File: src/rtl/mult_norm_scheduler.sv
// Round-robin arbiter feeding a 2-stage stallable multiply-result normalizer.
// Results return in accept order, tagged with the requester index.
module mult_norm_scheduler #(
    parameter int NUM_REQ = 4,
    parameter int ID_W    = $clog2(NUM_REQ)
) (
    input  logic                  clk,
    input  logic                  rst_n,
    input  logic [NUM_REQ-1:0]    req_valid,
    input  logic [NUM_REQ*9-1:0]  req_e,
    input  logic [NUM_REQ*16-1:0] req_m,
    output logic [NUM_REQ-1:0]    req_ready,
    input  logic                  flush,
    output logic                  rsp_valid,
    input  logic                  rsp_ready,
    output logic [7:0]            rsp_e,
    output logic [6:0]            rsp_m,
    output logic [ID_W-1:0]       rsp_id,
    output logic                  uf_sticky
);

    localparam logic [ID_W:0]   NumReqW = (ID_W+1)'(NUM_REQ);
    localparam logic [ID_W-1:0] LastIdx = ID_W'(NUM_REQ - 1);

    logic [ID_W-1:0] r_ptr;
    logic            r_s1_valid;
    logic [8:0]      r_s1_e;
    logic [15:0]     r_s1_m;
    logic [ID_W-1:0] r_s1_id;
    logic            r_s2_valid;
    logic [7:0]      r_s2_e;
    logic [6:0]      r_s2_m;
    logic [ID_W-1:0] r_s2_id;
    logic            r_sticky;

    logic [2*NUM_REQ-1:0] w_dbl;
    logic [NUM_REQ-1:0]   w_rot;
    logic [ID_W-1:0]      w_off;
    logic [ID_W:0]        w_sum;
    logic [ID_W-1:0]      w_winner;
    logic [ID_W-1:0]      w_next_ptr;
    logic                 w_found;
    logic                 w_accept;
    logic                 w_s1_adv;
    logic                 w_s2_adv;
    logic [8:0]           w_sel_e;
    logic [15:0]          w_sel_m;
    logic [3:0]           w_shift;
    logic [14:0]          w_m_shl;
    logic [7:0]           w_norm_e;
    logic [6:0]           w_norm_m;
    logic                 w_wrap;
    logic                 w_unused_bits;

    // Rotate so bit 0 is the requester the pointer points at; lowest set bit wins.
    assign w_dbl = {req_valid, req_valid} >> r_ptr;
    assign w_rot = w_dbl[NUM_REQ-1:0];

    always_comb begin
        w_found = 1'b0;
        w_off   = '0;
        for (int k = NUM_REQ - 1; k >= 0; k--) begin
            if (w_rot[k]) begin
                w_found = 1'b1;
                w_off   = ID_W'(k);
            end
        end
    end

    assign w_sum      = {1'b0, r_ptr} + {1'b0, w_off};
    assign w_winner   = (w_sum >= NumReqW) ? ID_W'(w_sum - NumReqW) : w_sum[ID_W-1:0];
    assign w_next_ptr = (w_winner == LastIdx) ? '0 : w_winner + 1'b1;

    assign w_s2_adv = !r_s2_valid || rsp_ready;
    assign w_s1_adv = !r_s1_valid || w_s2_adv;
    assign w_accept = rst_n && !flush && w_found && w_s1_adv;

    always_comb begin
        req_ready = '0;
        if (w_accept) begin
            req_ready = {{(NUM_REQ-1){1'b0}}, 1'b1} << w_winner;
        end
    end

    always_comb begin
        w_sel_e = '0;
        w_sel_m = '0;
        for (int i = 0; i < NUM_REQ; i++) begin
            if (w_winner == ID_W'(i)) begin
                w_sel_e = req_e[i*9 +: 9];
                w_sel_m = req_m[i*16 +: 16];
            end
        end
    end

    // Zero mantissa leaves shift at 0, giving out_e = e and out_m = 0.
    always_comb begin
        w_shift = 4'd0;
        for (int b = 0; b < 15; b++) begin
            if (r_s1_m[b]) w_shift = 4'(14 - b);
        end
        w_m_shl = r_s1_m[14:0] << w_shift;
        w_wrap  = 1'b0;
        if (r_s1_e[8]) begin
            w_norm_e = 8'hFF;
            w_norm_m = '0;
        end else begin
            w_norm_e = r_s1_e[7:0] - {4'd0, w_shift};
            w_norm_m = w_m_shl[13:7];
            w_wrap   = r_s1_e[7:0] < {4'd0, w_shift};
        end
    end

    assign w_unused_bits = r_s1_m[15] ^ w_m_shl[14] ^ (^w_m_shl[6:0]);

    always_ff @(posedge clk or negedge rst_n) begin
        if (!rst_n) begin
            r_ptr      <= '0;
            r_s1_valid <= 1'b0;
            r_s1_e     <= '0;
            r_s1_m     <= '0;
            r_s1_id    <= '0;
            r_s2_valid <= 1'b0;
            r_s2_e     <= '0;
            r_s2_m     <= '0;
            r_s2_id    <= '0;
            r_sticky   <= 1'b0;
        end else if (flush) begin
            r_s1_valid <= 1'b0;
            r_s2_valid <= 1'b0;
            r_sticky   <= 1'b0;
        end else begin
            if (w_s2_adv) begin
                r_s2_valid <= r_s1_valid;
                if (r_s1_valid) begin
                    r_s2_e  <= w_norm_e;
                    r_s2_m  <= w_norm_m;
                    r_s2_id <= r_s1_id;
                    if (w_wrap) r_sticky <= 1'b1;
                end
            end
            if (w_s1_adv) r_s1_valid <= w_accept;
            if (w_accept) begin
                r_s1_e  <= w_sel_e;
                r_s1_m  <= w_sel_m;
                r_s1_id <= w_winner;
                r_ptr   <= w_next_ptr;
            end
        end
    end

    assign rsp_valid = r_s2_valid;
    assign rsp_e     = r_s2_e;
    assign rsp_m     = r_s2_m;
    assign rsp_id    = r_s2_id;
    assign uf_sticky = r_sticky;

endmodule

File: config.mk
export PLATFORM = sky130hd
export DESIGN_NAME = mult_norm_scheduler
export DESIGN_NICKNAME = d
export VERILOG_FILES = /design/src/rtl/mult_norm_scheduler.sv
export SDC_FILE = /design/constraint.sdc
export NUM_CORES = 1
export LEC_CHECK = 0
export BUFFER_PORTS_ARGS = -buffer_cell sky130_fd_sc_hd__buf_4
export CORE_MARGIN = 5
export CORE_UTILIZATION = 50
export CTS_BUF_LIST = sky130_fd_sc_hd__clkbuf_4
export DETAILED_ROUTE_END_ITERATION = 8
export PLACE_DENSITY_LB_ADDON = 0.08
export SKIP_CTS_REPAIR_TIMING = 1
export SLEW_MARGIN = 30
export SYNTH_ARGS = -nofsm -noshare
export SYNTH_HDL_FRONTEND = slang
export SYNTH_SLANG_ARGS = --single-unit
File: constraint.sdc
create_clock -name clk -period 3.87 [get_ports clk]
set_input_delay 0.1935 -clock clk [delete_from_list [all_inputs] [get_ports clk]]
set_output_delay 0.1935 -clock clk [all_outputs]
set_load 0.02 [all_outputs]
Word level (Yosys, flattened, before mapping)

Index checks and enable logic that the tools add are counted.
W data, S select, Z words.

Latch bits: 0
Input port bits: 108
Memory bits (writable): 0
Memories kept: 0
ROM bits: 0
Bits in registers: 48
Logic and storage cells: 84

$mul: 0
Add/sub/neg operators: 4
Div/mod/pow operators: 0
Magnitude comparators: 2
Muxes and demuxes: 45
Shift operators: 3
Bitwise operators: 1
Equality and inequality tests: 3
Reductions and logical operators: 16

Operators by type and width:

| kind                  | count |
|---|---|
| $mux W4               | 16 |
| $mux W15              | 4 |
| $mux W9               | 4 |
| $shl A15 B4 Y14       | 1 |
| $mux W1               | 13 |
| $mux W2               | 6 |
| $lt A8 B4 Y1          | 1 |
| $mux W8               | 1 |
| $reduce_bool A2 Y1    | 4 |
| $shr A8 B2 Y4         | 1 |
| $sub A8 B4 Y8         | 1 |
| $mux W7               | 1 |
| $reduce_and A3 Y1     | 2 |
| $eq A2 B2 Y1 const B  | 2 |
| $shl A1 B2 Y4 const A | 1 |
| $add A2 B2 Y3         | 1 |
| $ge A3 B3 Y1 const B  | 1 |
| $logic_and A1 B1 Y1   | 3 |
| $logic_not A1 Y1      | 3 |
| $add A2 B1 Y2 const B | 1 |
| $eq A2 B1 Y1 const B  | 1 |
| $logic_not A2 Y1      | 1 |
| $logic_or A1 B1 Y1    | 2 |
| $reduce_and A2 Y1     | 1 |
| 2 further kinds       | 2 |

Depth between registers and ports, before layout

Gate-level depths: netlist of the first run.

Depth in word-level cells: 21
Gate-level depth with buffers: 20
Gate-level depth less buffers: 16

Worst setup path before layout of the first run

OpenSTA, ideal clock, no wires.

Kind: reg2reg
Start: register r_ptr[0]
End: register r_s1_e[8]
Slack: 0.569 ns
Arrival time: 3.218 ns
Cell stages (with the launch flop): 21
Data required time: 3.787 ns
Library setup time: 0.083 ns
Cells stage by stage: dfrtp_1 -> clkbuf_1 -> nor2_1 -> a221o_1 -> nand2_1 -> o221ai_1 -> ha_1 -> xor2_1 -> xnor2_1 -> inv_1 -> ha_1 -> clkbuf_1 -> nor2b_1 -> clkbuf_1 -> clkbuf_1 -> a22oi_1 -> nor2_1 -> a21oi_1 -> o21ai_0 -> nand2_1 -> o21ai_0

Longest elaborated chain between the ends: 13

Ends and longest elaborated chain:

| what                                          | RTL line | RTL |
|---|---|---|
| start: declaration                            | 25       | `logic [ID_W-1:0] r_ptr;` |
| start signal: assignment                      | 147      | `r_ptr <= w_next_ptr;` |
| $shr A8 B2 Y4                                 | 56       | `assign w_dbl = {req_valid, req_valid} >> r_ptr;` |
| $mux W2 (4 in a row)                          | 63       | `if (w_rot[k]) begin` |
| $add A2 B2 Y3 *                               | 70       | `assign w_sum = {1'b0, r_ptr} + {1'b0, w_off};` |
| named net w_sum[1]                            | 39       | `logic [ID_W:0] w_sum;` |
| $ge A3 B3 Y1 or $sub A2 B1 Y2 (tied branches) | 71       | `assign w_winner = (w_sum >= NumReqW) ? ID_W'(w_sum - NumReqW) : w_sum[ID_W-1:0];` |
| $mux W2 *                                     | 71       |  |
| $logic_not A2 Y1                              | 89       | `if (w_winner == ID_W'(i)) begin` |
| $mux W9 (3 in a row)                          | 89       |  |
| $mux W9 *                                     | 89       |  |
| end signal: assignment                        | 144      | `r_s1_e <= w_sel_e;` |
| end: declaration                              | 27       | `logic [8:0] r_s1_e;` |

The timed path passes the listed nets; every way through them passes the cells marked *.
A chain may end at the register's enable or synchronous reset.

Worst setup path after layout of the first run

Start: register r_ptr[0]
End: output port req_ready[2]

Longest elaborated chain between the ends: 10

Ends and longest elaborated chain:

| what                                          | RTL line | RTL |
|---|---|---|
| $shr A8 B2 Y4                                 | 56       |  |
| $mux W2 (4 in a row)                          | 63       |  |
| $add A2 B2 Y3 *                               | 70       |  |
| named net w_sum[1]                            | 39       |  |
| $ge A3 B3 Y1 or $sub A2 B1 Y2 (tied branches) | 71       |  |
| $mux W2 *                                     | 71       |  |
| $shl A1 B2 Y4 *                               | 81       | `req_ready = {{(NUM_REQ-1){1'b0}}, 1'b1} << w_winner;` |
| $mux W4 *                                     | 80       | `if (w_accept) begin` |
| end: declaration                              | 12       | `output logic [NUM_REQ-1:0] req_ready,` |

Marks and branches as above.

==> results of run 1 <==
==> layout make-up <==
| cell class | instances | share of cell area |
|---|---|---|
| clock inverters | 3 | 0.00369 |
| inverters | 17 | 0.0134 |
| multi-input cells | 383 | 0.474 |
| repair buffers | 139 | 0.222 |
| clock buffers | 5 | 0.00791 |
| flip-flops and latches | 48 | 0.253 |
| well taps | 99 | 0.0261 |
==> per-stage QoR <==
step	hold WS, ps	area (um2)	total power (uW)
floorplan	-102	3640	3450
global placement	232	4660	4230
detailed placement	232	4660	4300
CTS	-173	4710	4550
global route	117	4740	5020
finish	119	4740	4570
==> worst max-delay path by stage <==
stage,to,cells past startpoint
6_report,req_ready[2],12
5_1_grt,req_ready[2],12
4_1_cts,req_ready[2],12
3_5_place_dp,r_s1_e[4],17
3_3_place_gp,r_s1_e[4],17
2_1_floorplan,r_s1_e[8],20
==> registers in the layout, indices dropped and copies added (netlist names) <==
signal and cells:
r_s1_m 15, r_s1_valid 1, uf_sticky 1, r_ptr 2, rsp_valid 1, r_s1_id 2, rsp_e 8, rsp_id 2
r_s1_e 9, rsp_m 7
==> logic make-up after synthesis <==
kind of cell / Yosys count / share of synthesized area
simple gates: 176 / 0.213
mux: 13 / 0.0372
flops: 48 / 0.330
xor+xnor: 8 / 0.0193
buf+inv: 53 / 0.0564
compound gates: 176 / 0.307
fa+ha+maj: 10 / 0.0365
==> worst max-delay path, delay by kind of cell (launching register included) <==
kind | cells | cell delay [ps]
flops | 1 | 510
xor+xnor | 2 | 360
fa+ha+maj | 2 | 360
buf+inv | 3 | 690
simple gates | 3 | 480
compound gates | 2 | 410
==> synth_stat cells, drive strengths merged (2+ instances only) <==
library cell	count
a2111oi	2
a21o	3
a21oi	77
a221o	2
a221oi	4
a22oi	25
a2bb2oi	2
a311oi	2
a31oi	7
and2	5
buf	5
clkbuf	31
dfrtp	48
ha	9
inv	17
mux2	4
mux2i	9
nand2	48
nand2b	4
nand3	6
nor2	85
nor2b	5
nor3	8
nor3b	2
nor4	5
o211ai	2
o21a	2
o21ai	30
o221ai	4
o311ai	2
o31ai	2
or2	2
or3b	3
xnor2	6
xor2	2
==> power by group <==
group	switching (uW)	leakage (uW)	internal [uW]
clock network	166	0.0000330	70.6
registers	292	0.000581	719
logic	1980	0.00154	1340
total	2440	0.00216	2130
==> metal layers <==
metal	track usage	share of wire
met5	0	0
met3	0.0474	0.072
met1	0.311	0.44
met2	0.397	0.47
met4	0.0553	0.013
==> flow_metrics.env, run 1 <==
export IMPL_slowest_stage="dfrtp_1"
export IMPL_cp_end_kind="output port"
export IMPL_r2r_slack_ps=660
export IMPL_worst_pin_slew_ps=627
export IMPL_cts_sinks=48
export IMPL_ys_warn_count=0
export IMPL_numCtsBuffers=5
export IMPL_mostFrequentLayoutCell="buf_4"
export IMPL_die_w_um=95.3
export IMPL_first_pass_iters=5
export IMPL_core_mm2=0.00718
export IMPL_period_minus_slack_ps=3380
export IMPL_dp_hpwl_mm=8.68
export IMPL_num_antenna_cells=0
export IMPL_cts_tree="built"
export IMPL_drc=0
export IMPL_cp_slowest_stage_delay_ps=510
export IMPL_critPathLaunchType="register"
export IMPL_drt_iter0_markers=329
export IMPL_holdPathStages=3
export IMPL_synth_top_area_share=0.330
export IMPL_cts_root_buffer_cell="clkbuf_4"
export IMPL_finalNonFillerCells=694
export IMPL_crit_path_frequent_cell="buf_4"
export IMPL_ys_ff_latch=48
export IMPL_fmax_mhz=296
export IMPL_postSynthNetCount=602
export IMPL_antenna_found_initial=0
export IMPL_synth_edf_count=0
export IMPL_grt_pass1_wl_mm=17.0
export IMPL_min_to="r_s1_e[6]"
export IMPL_drtAntennaViolNets=0
export IMPL_maxSlewHeadroom=0.578
export IMPL_layout_setup_ws_ps=490
export IMPL_path_cells="nor2b_1 -> a221o_1 -> nand2_1 -> o221ai_1 -> ha_1 -> xor2_1 -> xnor2_1 -> buf_4 -> ha_1 -> buf_4 -> and2_1 -> buf_4"
export IMPL_dieArea_mm2=0.00908
export IMPL_startpoint="r_ptr[0]"
export IMPL_grt_usage=0.236
export IMPL_cts_max_path_buffers=2
export IMPL_rsz0062_at_grt="no"
export IMPL_gp_congestion=0.922
export IMPL_hp_start="req_e[33]"
export IMPL_rr_startpoint="r_ptr[0]"
export IMPL_finalHoldViolCount=0
export IMPL_route_vias_total=3974
export IMPL_start_util=0.507
export IMPL_async_flop_share=1.00
export IMPL_holdCritPathClass="primary input to register"
export IMPL_leakage_uw=0.00216
export IMPL_critical_path_class="register to output port"
export IMPL_path_max_fanout=49
export IMPL_cp_arrival_ps=3190
export IMPL_final_util=0.661
export IMPL_crit_required_ps=3680
export IMPL_rows=31
export IMPL_wl_mm=10.8
export IMPL_synth_area_leader_cell="dfrtp_1"
export IMPL_seq_area_mm2=0.00120
export IMPL_clk_latency_ps=370
export IMPL_setup_viol=0
export IMPL_dp_cells=683
export IMPL_die_h_um=95.3
export IMPL_synth_area_top_cells="dfrtp_1, a21oi_1, nor2_1"
export IMPL_pre_cts_slack_ps=667
export IMPL_via_per_inst=5.73
export IMPL_io_buffers=126
export IMPL_nets=712
export IMPL_ios=131
export IMPL_reg2reg_depth=17
export IMPL_pwr_density_cell_mw_per_mm2=963
export IMPL_r2r_end="r_s1_e[4]"
export IMPL_synthCells=484
export IMPL_timing_final_crit_share=0.873
export IMPL_ir_drop_mv=0.907
export IMPL_ys_seq_area_frac=0.330
export IMPL_fillers=634
export IMPL_drive_gt1_frac=0.267
export IMPL_htreeDepth=2
export IMPL_final_cell_mix="buf_4, nor2_1, a21oi_1"
export IMPL_area_growth_pct=30.4
export IMPL_ys_types=59
export IMPL_postSynthAreaPerCell_um2=7.51
export IMPL_synth_ff_type="dfrtp_1"
export IMPL_finalSetupTns_ps=0
export IMPL_grt_pass1_vias=3599
export IMPL_cts_clk_slew_worst_paths_ps=150
export IMPL_max_cap_violations=0
export IMPL_netlist_area_mm2=0.00364
export IMPL_slew_viol_final=0
export IMPL_wl_per_cell_um=15.6
export IMPL_status="complete, no violations"
export IMPL_grt_start_max_net_pins=51
export IMPL_grt_ovfl_total=0
export IMPL_multiInputGateArea_mm2=0.00225
export IMPL_skew_ps=19.1
Power figures use the tool's default switching activity.
==> run 2, diff against run 1 <==
--- a/config.mk
+++ b/config.mk
@@ -6,6 +6,7 @@
 export NUM_CORES = 1
 export LEC_CHECK = 0
 export BUFFER_PORTS_ARGS = -buffer_cell sky130_fd_sc_hd__buf_4
+export CAP_MARGIN = 0
 export CORE_MARGIN = 5
 export CORE_UTILIZATION = 50
 export CTS_BUF_LIST = sky130_fd_sc_hd__clkbuf_4
==> constraint.sdc (replaced) <==
create_clock -name clk -period 3.87 [get_ports clk]
set_input_delay 0.387 -clock clk [delete_from_list [all_inputs] [get_ports clk]]
set_output_delay 0.387 -clock clk [all_outputs]
set_load 0.02 [all_outputs]
==> flow_metrics.env, run 2 (synthesis gave the netlist of run 1 again) <==
export IMPL_status="complete, no violations"
export IMPL_max_flop_register="r_s1_m"
export IMPL_drtAntennaViolNets=0
export IMPL_grt_ovfl_total=0
export IMPL_drive_gt1_frac=0.263
export IMPL_max_cap_violations=0
export IMPL_dp_hpwl_mm=8.58
export IMPL_grt_pass1_vias=3634
export IMPL_core_mm2=0.00718
export IMPL_intPower_uw=2120
export IMPL_dieArea_mm2=0.00908
export IMPL_grt_pass1_wl_mm=17.4
export IMPL_hold_ws_ps=8.78
export IMPL_critPathLaunchType="register"
export IMPL_antenna_found_initial=0
export IMPL_timing_final_crit_share=0.892
export IMPL_die_w_um=95.3
export IMPL_cp_end_kind="output port"
export IMPL_final_cell_mix="buf_4, nor2_1, a21oi_1"
export IMPL_swShare=0.533
export IMPL_ir_drop_mv=0.779
export IMPL_rows=31
export IMPL_largest_register_ffs=15
export IMPL_pwr_density_cell_mw_per_mm2=967
export IMPL_combPwrFrac=0.727
export IMPL_first_pass_iters=5
export IMPL_worst_pin_slew_ps=838
export IMPL_mostFrequentLayoutCell="buf_4"
export IMPL_clk_latency_ps=370
export IMPL_skew_ps=7.47
export IMPL_cts_max_path_buffers=2
export IMPL_layout_setup_ws_ps=417
export IMPL_slew_viol_final=0
export IMPL_setup_viol=0
export IMPL_path_max_fanout=49
export IMPL_cts_clk_slew_worst_paths_ps=140
export IMPL_htreeDepth=2
export IMPL_wl_per_cell_um=15.5
export IMPL_period_minus_slack_ps=3450
export IMPL_path_cells="nor2b_1 -> a221o_1 -> nand2_1 -> o221ai_1 -> ha_1 -> xor2_1 -> xnor2_1 -> buf_4 -> ha_1 -> buf_4 -> and2_1 -> buf_4"
export IMPL_maxSlewHeadroom=0.436
export IMPL_ios=131
export IMPL_cts_root_buffer_cell="clkbuf_4"
export IMPL_area_growth_pct=29.0
export IMPL_via_per_inst=5.66
export IMPL_route_vias_total=3893
export IMPL_cts_sinks=48
export IMPL_finalSetupTns_ps=0
export IMPL_power_switching_uw=2420
export IMPL_num_antenna_cells=0
export IMPL_nets=707
export IMPL_fmax_mhz=290
export IMPL_grt_usage=0.240
export IMPL_holdCritPathClass="primary input to async pin"
export IMPL_cp_arrival_ps=3070
export IMPL_rsz0062_at_grt="no"
export IMPL_crit_required_ps=3480
export IMPL_seq_power_share=0.223
export IMPL_slowest_stage="dfrtp_1"
export IMPL_io_buffers=126
export IMPL_crit_path_frequent_cell="buf_4"
export IMPL_gp_congestion=0.910
export IMPL_pre_cts_slack_ps=677
export IMPL_wl_mm=10.7
export IMPL_cts_tree="built"
export IMPL_die_h_um=95.3
export IMPL_grt_start_max_net_pins=50
export IMPL_pwr_share_clk=0.050
export IMPL_numCtsBuffers=5
export IMPL_leakage_uw=0.00213
export IMPL_drt_iter0_markers=317
export IMPL_drc=0
export IMPL_cp_slowest_stage_delay_ps=510
export IMPL_start_util=0.507
export IMPL_finalHoldViolCount=0
export IMPL_critical_path_class="register to output port"
[run 2: power groups by stage]
stage,Sequential [uW],Clock (uW),Combinational [uW]
finish,1010,225,3300
global route,1050,247,3730
CTS,1010,230,3280
detailed placement,1020,0,3270
global placement,1010,0,3210
floorplan,966,0,2490
[run 2: through the flow]
step | utilization | cells | instance area (um2) | power, uW
5_1_grt | 0.654 | 688 | 4690 | 5020
2_1_floorplan | - | 484 | 3640 | 3450
3_3_place_gp | 0.647 | 681 | 4640 | 4220
4_1_cts | 0.654 | 688 | 4690 | 4520
6_report | 0.654 | 688 | 4690 | 4540
3_5_place_dp | 0.647 | 681 | 4640 | 4280
[run 2: final timing paths]
path | startpoint | end | slack (ps) | depth (start not counted)
min in group clk | flush | rsp_valid | 200 | 2
worst min register to register | rsp_m[2] | rsp_m[2] | 480 | 2
worst min-delay path | rst_n | rsp_m[1] | 9 | 1
max in group asynchronous | rst_n | r_s1_e[4] | 3470 | 1
worst max-delay path | r_ptr[0] | req_ready[2] | 420 | 12
worst max register to register | r_s1_m[11] | rsp_e[7] | 550 | 8
[run 2: worst max-delay path, delay by kind of cell, from the launching register on]
kind,cells,cell delay [ps]
buf+inv,3,660
simple gates,3,470
flops,1,510
compound gates,2,390
xor+xnor,2,320
fa+ha+maj,2,340
[run 2: final cells by class]
| cell class | count | area, um2 |
|---|---|---|
| Clock buffer | 5 | 37.5 |
| Timing Repair Buffer | 134 | 1010 |
| Clock inverter | 2 | 12.5 |
| Multi-Input combinational cell | 383 | 2250 |
| Sequential cell | 48 | 1200 |
| Tap cell | 99 | 124 |
| Fill cell | 653 | 2480 |
| Inverter | 17 | 63.8 |
[run 2: per-layer routing]
| metal | share of wire | track usage | wire length (um) | vias up |
|---|---|---|---|---|
| met5 | 0 | 0 | 0 | - |
| met4 | 0.011 | 0.0529 | 122 | 0 |
| met2 | 0.46 | 0.383 | 4930 | 182 |
| li1 | - | - | - | 1945 |
| met1 | 0.45 | 0.334 | 4780 | 1755 |
| met3 | 0.079 | 0.0474 | 847 | 11 |
